==> config.mk <==
export PLATFORM = sky130hd
export DESIGN_NAME = diag_parity_encoder_pipe
export DESIGN_NICKNAME = d
export VERILOG_FILES = /design/src/rtl/diag_parity_encoder_pipe.sv
export SDC_FILE = /design/constraint.sdc
export NUM_CORES = 1
export LEC_CHECK = 0
export CAP_MARGIN = 20
export CORE_MARGIN = 2
export CORE_UTILIZATION = 45
export DETAILED_ROUTE_END_ITERATION = 7
export PLACE_DENSITY = 0.8
export SETUP_SLACK_MARGIN = 0.15
export SLEW_MARGIN = 30
export SYNTH_ARGS = -nofsm -noshare
export SYNTH_HDL_FRONTEND = slang
export SYNTH_SLANG_ARGS = --single-unit
==> constraint.sdc <==
create_clock -name clk -period 1.7 [get_ports clk]
set_input_delay 0.255 -clock clk [delete_from_list [all_inputs] [get_ports clk]]
set_output_delay 0.255 -clock clk [all_outputs]
set_load 0.01 [all_outputs]
==> src/rtl/diag_parity_encoder_pipe.sv <==
// rtl/diag_parity_encoder_pipe.sv - pipelined 16->34 diagonal/parity encoder, LANES words per beat
module diag_parity_encoder_pipe #(
  parameter int LANES = 2,
  parameter int CNT_W = 16
) (
  input  logic                  clk,
  input  logic                  rst,
  input  logic                  cfg_bypass,
  input  logic                  cfg_inj_en,
  input  logic [2:0]            cfg_inj_lane,
  input  logic [5:0]            cfg_inj_bit,
  input  logic                  in_valid,
  output logic                  in_ready,
  input  logic [16*LANES-1:0]   in_data,
  input  logic                  in_last,
  output logic                  out_valid,
  input  logic                  out_ready,
  output logic [34*LANES-1:0]   out_data,
  output logic                  out_last,
  output logic [CNT_W-1:0]      out_frame_cnt,
  output logic                  busy
);

  function automatic logic [17:0] calc_check(input logic [15:0] x);
    logic [4:1] a, b, c, d, p;
    logic [6:1] dg;
    for (int k = 1; k <= 4; k++) begin
      a[k] = x[4-k];
      b[k] = x[8-k];
      c[k] = x[12-k];
      d[k] = x[16-k];
      p[k] = a[k] ^ b[k] ^ c[k] ^ d[k];
    end
    dg[1] = a[1] ^ b[2] ^ c[1] ^ d[2];
    dg[2] = b[1] ^ a[2] ^ c[2] ^ d[1];
    dg[3] = a[3] ^ b[4] ^ c[3] ^ d[4];
    dg[4] = b[3] ^ a[4] ^ c[4] ^ d[3];
    dg[5] = a[2] ^ b[3] ^ c[2] ^ d[3];
    dg[6] = b[2] ^ a[3] ^ c[3] ^ d[2];
    return {dg[6], dg[5], dg[4], p[4], d[1] ^ d[3], d[2] ^ d[4],
            dg[3], p[3], c[1] ^ c[3], c[2] ^ c[4],
            dg[2], p[2], b[1] ^ b[3], b[2] ^ b[4],
            dg[1], p[1], a[1] ^ a[3], a[2] ^ a[4]};
  endfunction

  logic                    s1_valid;
  logic [LANES-1:0][15:0]  s1_word;
  logic [LANES-1:0][17:0]  s1_chk;
  logic                    s1_last;
  logic                    s1_bypass;
  logic                    s1_inj;
  logic [2:0]              s1_inj_lane;
  logic [5:0]              s1_inj_bit;

  logic                    s1_adv, s2_adv, accept;
  logic                    inj_en_q, inj_pending, inj_rise, take_inj;
  logic [34*LANES-1:0]     s2_next;

  assign s2_adv   = !out_valid || out_ready;
  assign s1_adv   = !s1_valid || s2_adv;
  assign in_ready = s1_adv;
  assign accept   = in_valid && in_ready;
  assign busy     = s1_valid || out_valid;

  // A rising edge in the same cycle as an accepted beat injects into that beat.
  assign inj_rise = cfg_inj_en && !inj_en_q;
  assign take_inj = accept && (inj_pending || inj_rise);

  always_ff @(posedge clk) begin
    if (rst) begin
      inj_en_q    <= 1'b0;
      inj_pending <= 1'b0;
    end else begin
      inj_en_q <= cfg_inj_en;
      if (take_inj)
        inj_pending <= 1'b0;
      else if (inj_rise)
        inj_pending <= 1'b1;
    end
  end

  always_ff @(posedge clk) begin
    if (rst) begin
      s1_valid    <= 1'b0;
      s1_word     <= '0;
      s1_chk      <= '0;
      s1_last     <= 1'b0;
      s1_bypass   <= 1'b0;
      s1_inj      <= 1'b0;
      s1_inj_lane <= '0;
      s1_inj_bit  <= '0;
    end else if (s1_adv) begin
      s1_valid <= in_valid;
      if (accept) begin
        for (int n = 0; n < LANES; n++) begin
          s1_word[n] <= in_data[16*n +: 16];
          s1_chk[n]  <= calc_check(in_data[16*n +: 16]);
        end
        s1_last     <= in_last;
        s1_bypass   <= cfg_bypass;
        s1_inj      <= take_inj;
        s1_inj_lane <= cfg_inj_lane;
        s1_inj_bit  <= cfg_inj_bit;
      end
    end
  end

  // Shifting a 34-bit one by more than 33 yields zero, so out-of-range bits flip nothing.
  always_comb begin
    s2_next = '0;
    for (int n = 0; n < LANES; n++) begin
      s2_next[34*n +: 34] = {(s1_bypass ? 18'd0 : s1_chk[n]), s1_word[n]};
      if (s1_inj && (s1_inj_lane == 3'(n)))
        s2_next[34*n +: 34] = s2_next[34*n +: 34] ^ (34'd1 << s1_inj_bit);
    end
  end

  always_ff @(posedge clk) begin
    if (rst) begin
      out_valid <= 1'b0;
      out_data  <= '0;
      out_last  <= 1'b0;
    end else if (s2_adv) begin
      out_valid <= s1_valid;
      if (s1_valid) begin
        out_data <= s2_next;
        out_last <= s1_last;
      end
    end
  end

  always_ff @(posedge clk) begin
    if (rst)
      out_frame_cnt <= '0;
    else if (out_valid && out_ready && out_last)
      out_frame_cnt <= out_frame_cnt + 1'b1;
  end

endmodule

==> run_results.csv, run 1 <==
group,metric,value,unit
worst_setup_path,timing.critical_path.fanout_max,7,
clocking,tritoncts.num_buffers,17,
hold_path,hp-class,"in -> reg",
synthesis,syn_inst,919,
route,drt_first_pass_iters,6,
finish,antenna_cells_inserted,0,
clocking,clock-root-buffer,"sky130_fd_sc_hd__clkbuf_16",
sta,max_clock_freq,484,MHz
route,drtIter0Drc,975,
floorplan,ioPinCount,136,
run,cap_viol_max_count,0,
pwr,power.ir.vdd_worst,0.000797,V
sta,finalCritPeriodShare,1.22,
pwr,cellInternalPower,7.58,mW
finish,mostFrequentLayoutCells,"sky130_fd_sc_hd__dfxtp_1, sky130_fd_sc_hd__nor2_1, sky130_fd_sc_hd__buf_4, sky130_fd_sc_hd__dlygate4sd2_1, sky130_fd_sc_hd__nand2_1",
sta,drv_slew,0,
grt,antenna_found_initial,0,
synthesis,postSynthRegisterBits,169,
sta,rsz_0062_raised_after_global_routing,"yes",
synthesis,async_reset_ff_frac,0,
pwr,p_comb_frac,0.217,
synthesis,syn_nets,968,
route,route.vias.total,8496,
grt,grt_start_max_net_pins,72,
finish,areaGrowthSynthToFinish,57.2,%
clocking,h-tree-depth,4,
sta,finalHoldViolCount,0,
synthesis,synthDistinctLibCells,50,
route,remaining_drc_errors,0,
synthesis,count_of_flip_flops_with_a_built_in_enable_after_synthesis,0,
sta,final-setup-viol-count,39,
route,wirelength,32900,um
placement,post-dp-hpwl,15500,um
worst_setup_path,timing.critical_path.to_type,"flip-flop",
placement,place.port_buffers,135,
worst_setup_path,arrival,2.38,ns
route,drt.antenna.violating_nets,0,
clocking,cts.sink_count,169,
worst_setup_path,timing.critical_path.from_type,"flip-flop",
run_status,status,"finished, violations left",
synthesis,synth.yosys.seq_area_share,0.419,
sta,fin_worst_hold_slack,0.184,ns
clocking,hold_buffers,0,
floorplan,die_w,138,um
grt,grt-ovfl-total,0,
route,detail_route.wl_per_cell,23.9,um
sta,post_layout_worst_setup_margin,-0.368,ns
clocking,cts.clk_slew.worst_paths,0.07,ns
clocking,cts.path.max_buffers,2,
worst_setup_path,timing.critical_path.required,2.01,ns
grt,grt_pass1_vias,7652,
worst_setup_path,path_class,"reg -> reg",
run_status,failed_checks,"negative setup slack",
synthesis,synthFlopType,"sky130_fd_sc_hd__dfxtp_1",
sta,timing.max_slew.rel_slack,0.554,
synthesis,synth-warning-count,0,
pwr,p_leak,4.93,nW
pwr,net_switching_power,3.17,mW
floorplan,core,17800,um^2
pwr,seq_power_share,0.412,
pwr,power_frac_clock,0.372,
finish,layout.nets,1189,
floorplan,die-height,138,um
floorplan,floorplan.rows,49,
clocking,tritoncts,"done",
synthesis,synthesis.area,8080,um^2
grt,track_usage,0.266,
pwr,fin_total_pwr,10.8,mW
finish,share_of_layout_cells_above_drive_strength_1,0.332,
floorplan,start_util,0.455,
floorplan,die_area,19100,um^2
clocking,worstSkewPairLatency,0.45,ns
pwr,power.share.switching,0.295,
placement,routabilityCongestion,0.880,
sta,worstMarginPinSlew,0.664,ns
grt,global_route_wire_length_before_repair,40800,um
pwr,power_density,846,nW/um^2
finish,most_frequent_standard_cell_in_the_layout_excluding_fill_and_tap_cells,"sky130_fd_sc_hd__dfxtp_1",
sta,clock_skew,0.0141,ns
route,viasPerCell,6.15,
sta,final.min_clock_period,2.07,ns
synthesis,syn_area_per_cell,8.80,um^2
worst max-delay path: stages (launching register included):
cell and delay (ns):
sky130_fd_sc_hd__dfxtp_2 0.35, sky130_fd_sc_hd__or4b_4 0.65, sky130_fd_sc_hd__buf_4 0.21, sky130_fd_sc_hd__nor3_4 0.20, sky130_fd_sc_hd__xnor2_1 0.11, sky130_fd_sc_hd__a211oi_1 0.41
flip-flops by register name, summed over array words and instances, names as in the netlist, 3 cells and up:
name,flops
s1_inj_lane,3
s1_word,32
s1_chk,36
out_frame_cnt,16
out_data,68
s1_inj_bit,6
power groups by stage:
stage | logic [mW] | registers (mW) | clock network (mW)
after floorplan | 0.986 | 4.48 | 0
after global placement | 1.74 | 4.45 | 0
after detailed placement | 1.77 | 4.46 | 0
after CTS | 1.86 | 4.38 | 3.93
after global routing | 2.42 | 4.44 | 4.11
final | 2.33 | 4.43 | 4.00
metal layers:
layer,vias to the layer above,share of wire,global-route usage
met5,-,0,0
met1,4060,0.37,0.336
met3,204,0.087,0.0492
li1,3607,-,-
met2,625,0.47,0.439
met4,0,0.073,0.128
final timing paths:
| path | start | cells past startpoint | to | slack (ns) |
|---|---|---|---|---|
| hold / removal | rst | 2 | out_frame_cnt[6]$_SDFFE_PP0P_ | 0.18 |
| hold reg to reg | s1_word[8]$_SDFFE_PP0P_ | 2 | s1_word[8]$_SDFFE_PP0P_ | 0.47 |
| setup reg to reg | s1_inj_lane[0]$_SDFFE_PP0P_ | 5 | out_data[17]$_SDFFE_PP0P_ | -0.37 |
| setup / recovery | s1_inj_lane[0]$_SDFFE_PP0P_ | 5 | out_data[17]$_SDFFE_PP0P_ | -0.37 |
stage by stage:
step / setup TNS, ns / instance area (um^2) / util / cells / setup slack (ns)
after floorplan: 0 / 8220 / - / 919 / 0.0420
after global placement: -11.87 / 10300 / 0.582 / 1302 / -0.145
after detailed placement: -16.76 / 10300 / 0.582 / 1302 / -0.192
after CTS: -0.201 / 11600 / 0.650 / 1355 / -0.0342
after global routing: -4.51 / 12700 / 0.715 / 1381 / -0.356
final: -3.34 / 12700 / 0.715 / 1381 / -0.368
synth_stat cells, drive strengths merged (2+ instances only):
cell,n,area share
a21oi,50,0.031
buf,24,0.018
o21ai,3,0.0019
or3,5,0.0039
nor4b,2,0.0048
o21bai,2,0.0019
nand2,92,0.043
xnor2,89,0.096
or4,2,0.0023
o21ba,2,0.0025
nand4,20,0.015
nand4bb,2,0.0028
clkbuf,53,0.025
nor2b,34,0.026
nand3,21,0.013
or4b,2,0.0029
mux2i,2,0.0025
and2,3,0.0023
nor2,122,0.057
nand2b,10,0.0077
dfxtp,169,0.42
and4,2,0.0022
a211oi,99,0.10
nand3b,2,0.0023
or2,2,0.0015
inv,6,0.0028
nor4,34,0.042
nor3,16,0.015
xor2,41,0.044
final cells by class:
| type | count | area, um^2 |
|---|---|---|
| Clock buffer | 23 | 458 |
| Clock inverter | 8 | 119 |
| Fill cell | 1059 | 5070 |
| Inverter | 6 | 25.0 |
| Multi-Input combinational cell | 669 | 5560 |
| Sequential cell | 169 | 3420 |
| Tap cell | 229 | 287 |
| Timing Repair Buffer | 277 | 2840 |
timing repair:
| action | in CTS | in global routing |
|---|---|---|
| buffers inserted | 17 | 17 |
| pin swaps | 69 | 87 |
| resized for setup | 193 | 168 |
| hold endpoints to repair | 0 | 0 |
| setup endpoints to repair | 156 | 115 |
| gates cloned | 5 | 9 |
logic make-up (layout without fill, tap and decap cells):
| logic type | after synthesis | count (layout) | synth area share |
|---|---|---|---|
| AOI/OAI and AO/OA | 157 | 157 | 0.138 |
| buffers and inverters | 83 | 314 | 0.0455 |
| and+or+nand+nor | 376 | 378 | 0.252 |
| muxes | 3 | 3 | 0.00387 |
| xor gates and xnor gates | 130 | 130 | 0.141 |
| adders and majority gates | 1 | 1 | 0.00155 |
| DFF | 169 | 169 | 0.419 |
Note: power is estimated with default switching activity, not from simulation.
==> run 2, diff against run 1 <==
- CORE_MARGIN: 2 -> default
==> run 2 against run 1 <==
  * The run still ends with negative setup slack left
  * Final cell count is 0.94% higher
  * Sequential cell count stayed put
  * Critical path type unchanged
  * Global-route usage is 2.4 points higher
  * Utilization is 1.0 points higher
  * Maximum frequency is 6.4% higher
==> run_results.csv, run 2 (synthesized netlist as in run 1, its figures left out) <==
group,metric,value,unit
run_status,status,"finished, violations left",
run_status,failed_checks,"negative setup slack",
clocking,cts.clk_slew.worst_paths,0.06,ns
pwr,seq_power_share,0.406,
pwr,power_frac_clock,0.382,
sta,post_layout_worst_setup_margin,-0.243,ns
worst_setup_path,reg2reg_setup_slack,-0.24,ns
pwr,fin_total_pwr,10.9,mW
grt,grt-ovfl-total,0,
worst_setup_path,path_class,"reg -> reg",
grt,grt_util_met2,0.476,
clocking,cts.sink_count,169,
route,drtIter0Drc,1141,
finish,max_flop_register,"out_data",
worst_setup_path,timing.critical_path.from_type,"flip-flop",
sta,fin_worst_hold_slack,0.197,ns
sta,worstMarginPinSlew,0.562,ns
worst_setup_path,timing.critical_path.fanout_max,10,
route,route.vias.total,8638,
grt,gr-usage-met3,0.0615,
route,drt.antenna.violating_nets,0,
worst_setup_path,critical_path.reg2reg.startpoint,"s1_inj_lane[1]$_SDFFE_PP0P_",
worst_setup_path,timing.critical_path.required,2.02,ns
grt,global_route_wire_length_before_repair,41200,um
clocking,clock-root-buffer,"sky130_fd_sc_hd__clkbuf_16",
finish,mostFrequentLayoutCells,"sky130_fd_sc_hd__dfxtp_1, sky130_fd_sc_hd__nor2_1, sky130_fd_sc_hd__nand2_1, sky130_fd_sc_hd__buf_4, sky130_fd_sc_hd__dlygate4sd2_1",
pwr,p_leak,4.98,nW
clocking,worstSkewPairLatency,0.45,ns
sta,max_clock_freq,515,MHz
clocking,cts.path.max_buffers,2,
route,remaining_drc_errors,0,
clocking,tritoncts,"done",
sta,fin_tns_setup,-4.21,ns
pwr,power_density,860,nW/um^2
finish,layout.nets,1205,
sta,final-setup-viol-count,39,
worst_setup_path,arrival,2.26,ns
floorplan,die_area,18500,um^2
grt,track_usage,0.290,
clocking,tritoncts.num_buffers,17,
floorplan,floorplan.rows,48,
run,cap_viol_max_count,0,
sta,finalCritPeriodShare,1.14,
floorplan,ioPinCount,136,
worst_setup_path,timing.critical_path.to_type,"flip-flop",
finish,most_frequent_standard_cell_in_the_layout_excluding_fill_and_tap_cells,"sky130_fd_sc_hd__dfxtp_1",
placement,routabilityCongestion,0.866,
hold_path,hp-class,"in -> reg",
sta,clock_skew,0.0151,ns
finish,postLayoutCellArea,12600,um^2
placement,post-dp-hpwl,15500,um
finish,areaGrowthSynthToFinish,56.2,%
pwr,power.share.switching,0.297,
floorplan,die-height,136,um
finish,reg.largest.list,"out_data: 68 flops, s1_chk: 36 flops, s1_word: 32 flops",
sta,timing.max_slew.rel_slack,0.622,
pwr,p_comb_frac,0.212,
pwr,net_switching_power,3.23,mW
route,detail_route.wl_per_cell,23.5,um
grt,grt_start_max_net_pins,50,
grt,m1_gr_usage,0.357,
hold_path,min_from,"rst",
placement,place.port_buffers,135,
sta,final.min_clock_period,1.94,ns
pwr,power.ir.vdd_worst,0.000874,V
sta,finalHoldViolCount,0,
route,drt_first_pass_iters,8,
grt,grt_pass1_vias,7644,
grt,grt_busiest_layer,"met2",
finish,largest_register_ffs,68,
floorplan,die_w,136,um
worst_setup_path,critPathLaunch,"s1_inj_lane[1]$_SDFFE_PP0P_",
placement,dpl_cell_area,10400,um^2
clocking,h-tree-depth,4,
sta,drv_slew,0,
sta,rsz_0062_raised_after_global_routing,"yes",
finish,antenna_cells_inserted,0,
finish,share_of_layout_cells_above_drive_strength_1,0.300,
pwr,cellInternalPower,7.64,mW
floorplan,core,17400,um^2
floorplan,start_util,0.464,
route,viasPerCell,6.20,
route,wirelength,32700,um
grt,antenna_found_initial,1,
## run 2: layout make-up
cell class,instances,area (um^2)
Multi-Input combinational cell,667,5270
Clock buffer,22,464
Clock inverter,10,144
Sequential cell,169,3420
Inverter,6,30.0
Tap cell,225,282
Fill cell,991,4790
Timing Repair Buffer,295,3020
## run 2: power by group through the flow
stage / clock (mW) / combinational, mW / sequential, mW
global route: 4.30 / 2.39 / 4.43
floorplan: 0 / 0.986 / 4.48
detailed placement: 0 / 1.79 / 4.46
global placement: 0 / 1.76 / 4.45
CTS: 4.01 / 1.90 / 4.37
finish: 4.15 / 2.30 / 4.41
## run 2: path summary, 6_finish.rpt
kind / depth (start not counted) / endpoint
worst max-delay path: 5 / out_data[9]$_SDFFE_PP0P_
worst min-delay path: 2 / out_frame_cnt[13]$_SDFFE_PP0P_
worst max register to register: 5 / out_data[9]$_SDFFE_PP0P_
worst min register to register: 2 / s1_word[2]$_SDFFE_PP0P_
## run 2: critical path, stage by stage (launching register included)
cell	delay, ns
sky130_fd_sc_hd__dfxtp_2	0.34
sky130_fd_sc_hd__or4b_4	0.64
sky130_fd_sc_hd__clkbuf_16	0.24
sky130_fd_sc_hd__nor4_4	0.32
sky130_fd_sc_hd__xnor2_2	0.18
sky130_fd_sc_hd__a211oi_2	0.09
## run 2: metal layers
layer	vias to the layer above	share of wire
li1	3639	-
met1	4067	0.36
met2	701	0.48
met3	229	0.091
met4	2	0.068
met5	-	0.00037
## run 2: metrics by stage
step                cells  worst slack [ns]  utilization
floorplan             919            0.0420            -
detailed placement   1309            -0.158        0.599
global placement     1309            -0.130        0.599
finish               1394            -0.243        0.725
CTS                  1361           -0.0533        0.676
global route         1394            -0.245        0.725
## run 2: timing repair
action | in CTS | in global routing
endpoints found under the setup margin | 155 | 87
cloned | 4 | 5
resized for setup | 211 | 95
hold buffers | 0 | 0
setup buffers | 16 | 28
pin swaps | 96 | 80
==> run 3, diff against run 2 <==
- PLACE_DENSITY: 0.8 -> 0.71
==> run 3 against run 2 <==
  * The run still ends with negative setup slack left
  * Worst hold slack lost 0.0049 ns
  * Cell area decreased by 4.0%
  * Maximum frequency increased by 8.5%
  * Global-route usage is 2.7 points lower
  * Register-to-register slack better by 0.15 ns
  * Wire length shrank 22%
  * Non-clock buffer count fell by 28
  * Critical path depth rose by 1
  * Total power fell by 4.8%
  * First-iteration DRC count shrank 44%
  * Final cell count down 1.9%
  * Setup slack better by 0.15 ns
  * Critical endpoint is now out_data[28]$_SDFFE_PP0P_
  * Largest cell class unchanged
  * Largest power group unchanged
  * Highest routed layer is now met4
==> run_results.csv, run 3 (synthesized netlist as in run 1, its figures left out) <==
group,metric,value,unit
run_status,status,"finished, violations left",
run_status,failed_checks,"negative setup slack",
route,route.vias.total,7600,
pwr,p_leak,4.79,nW
grt,antenna_found_initial,0,
grt,global_route_wire_length_before_repair,37400,um
grt,grt_start_max_net_pins,56,
finish,share_of_layout_cells_above_drive_strength_1,0.269,
sta,max_clock_freq,558,MHz
finish,mostFrequentLayoutCells,"sky130_fd_sc_hd__dfxtp_1, sky130_fd_sc_hd__nor2_1, sky130_fd_sc_hd__nand2_1, sky130_fd_sc_hd__buf_4, sky130_fd_sc_hd__dlygate4sd2_1",
pwr,power_frac_clock,0.378,
finish,finish.utilization,0.696,
sta,worstMarginPinSlew,0.594,ns
floorplan,die-height,136,um
finish,largest_register_ffs,68,
finish,max_flop_register,"out_data",
clocking,cts.clk_slew.worst_paths,0.07,ns
sta,rsz_0062_raised_after_global_routing,"yes",
pwr,net_switching_power,2.90,mW
clocking,tritoncts.num_buffers,17,
clocking,cts.path.max_buffers,2,
placement,dpl_worst_slack,-0.224,ns
finish,areaGrowthSynthToFinish,50.0,%
worst_setup_path,path_class,"reg -> reg",
route,drtIter0Drc,635,
sta,finalHoldViolCount,0,
floorplan,floorplan.rows,48,
hold_path,hp-class,"in -> reg",
worst_setup_path,critical-path-max-stage-delay,0.63,ns
placement,post-dp-hpwl,15500,um
floorplan,die_area,18500,um^2
route,detail_route.wl_per_cell,18.8,um
floorplan,core,17400,um^2
route,wirelength,25700,um
clocking,tritoncts,"done",
finish,layout.nets,1178,
sta,final-setup-viol-count,26,
floorplan,start_util,0.464,
worst_setup_path,timing.critical_path.fanout_max,8,
sta,finalCritPeriodShare,1.05,
pwr,cellInternalPower,7.45,mW
clocking,clock-root-buffer,"sky130_fd_sc_hd__clkbuf_16",
grt,track_usage,0.263,
sta,post_layout_worst_setup_margin,-0.0909,ns
worst_setup_path,arrival,2.10,ns
sta,drv_slew,0,
floorplan,die_w,136,um
pwr,power.ir.vdd_worst,0.000810,V
worst_setup_path,timing.critical_path.required,2.01,ns
clocking,cts.sink_count,169,
grt,grt_pass1_vias,6944,
finish,reg.largest.list,"out_data: 68 flops, s1_chk: 36 flops, s1_word: 32 flops",
finish,antenna_cells_inserted,0,
worst_setup_path,timing.critical_path.to_type,"flip-flop",
route,drt_first_pass_iters,7,
sta,timing.max_slew.rel_slack,0.601,
pwr,power.share.switching,0.280,
clocking,worstSkewPairLatency,0.44,ns
run,cap_viol_max_count,0,
worst_setup_path,crit_path_cell_trace,"or4b_4, buf_4, buf_6, nor4_4, xnor2_1, a211oi_2",
finish,most_frequent_standard_cell_in_the_layout_excluding_fill_and_tap_cells,"sky130_fd_sc_hd__dfxtp_1",
pwr,p_comb_frac,0.197,
floorplan,ioPinCount,136,
grt,grt-ovfl-total,0,
route,remaining_drc_errors,0,
sta,final.min_clock_period,1.79,ns
pwr,power_density,853,nW/um^2
route,drt.antenna.violating_nets,0,
placement,place.port_buffers,135,
clocking,h-tree-depth,4,
pwr,seq_power_share,0.425,
sta,clock_skew,0.0143,ns
worst_setup_path,timing.critical_path.from_type,"flip-flop",
worst_setup_path,cp_slowest_cell,"sky130_fd_sc_hd__or4b_4",
placement,routabilityCongestion,0.832,
route,viasPerCell,5.56,
-- run 3: cell count changes in the layout (fill, tap and decap cells not counted), moves of 3 or more --
| cell | delta |
|---|---|
| sky130_fd_sc_hd__xor2_1 | -6 |
| sky130_fd_sc_hd__a211oi_1 | +8 |
| sky130_fd_sc_hd__xnor2_2 | -8 |
| sky130_fd_sc_hd__buf_6 | -15 |
| sky130_fd_sc_hd__dfxtp_1 | +3 |
| sky130_fd_sc_hd__dlygate4sd2_1 | -5 |
| sky130_fd_sc_hd__a211oi_2 | -7 |
| sky130_fd_sc_hd__xnor2_1 | +8 |
| sky130_fd_sc_hd__clkinvlp_4 | -3 |
| sky130_fd_sc_hd__xor2_2 | +5 |
| sky130_fd_sc_hd__dlymetal6s2s_1 | +5 |
| sky130_fd_sc_hd__buf_12 | -7 |
| sky130_fd_sc_hd__clkbuf_16 | -3 |
-- run 3: layout make-up --
class,instances,area [um^2]
inverters,6,27.5
multi-input cells,668,5190
fillers,1256,5290
clock inverters,10,119
clock buffers,22,474
well taps,225,282
repair buffers,267,2620
flip-flops and latches,169,3410
-- run 3: metal layers --
layer	routed length [um]	part of all wire	up-vias	global-route usage
met1	10900	0.43	3674	0.358
met4	666	0.026	0	0.0833
met3	1490	0.058	57	0.0421
li1	-	-	3585	-
met2	12600	0.49	284	0.424
met5	0	0	-	0
-- run 3: path summary, 6_finish.rpt --
kind,cells after the start,slack (ns),start,to
setup / recovery,6,-0.09,s1_inj_lane[2]$_SDFFE_PP0P_,out_data[28]$_SDFFE_PP0P_
hold reg to reg,2,0.46,s1_last$_SDFFE_PP0P_,s1_last$_SDFFE_PP0P_
setup reg to reg,6,-0.09,s1_inj_lane[2]$_SDFFE_PP0P_,out_data[28]$_SDFFE_PP0P_
hold / removal,2,0.19,rst,out_frame_cnt[5]$_SDFFE_PP0P_
-- run 3: stage by stage --
step / hold slack, ns / area [um^2] / TNS, ns / power [mW] / cells
floorplan: 0.383 / 8220 / 0 / 5.47 / 919
global placement: 0.445 / 10300 / -7.02 / 6.20 / 1301
detailed placement: 0.458 / 10300 / -11.84 / 6.24 / 1301
CTS: 0.182 / 11700 / -0.443 / 10.2 / 1353
global route: 0.186 / 12100 / -3.29 / 10.7 / 1367
finish: 0.192 / 12100 / -0.913 / 10.3 / 1367
-- run 3: repair_timing --
action	CTS	global route
endpoints found under the hold margin	0	0
pin swaps	94	45
hold buffers	0	0
buffers inserted	15	11
gates cloned	5	3
endpoints found under the setup margin	153	94
resized for setup	203	64
-- run 3: power groups by stage --
stage                     Sequential [mW]  Combinational, mW  Clock [mW]
after global routing                 4.42               2.17        4.11
after global placement               4.46               1.75           0
after CTS                            4.38               1.87        3.93
after floorplan                      4.48              0.986           0
after detailed placement             4.46               1.78           0
final                                4.39               2.04        3.91
-- run 3: critical path: cells and delay by family, from the launching register on --
kind,cells,cell delay (ns)
compound gates,1,0.09
buf+inv,2,0.29
simple gates,2,0.78
xor+xnor,1,0.18
flops,1,0.33
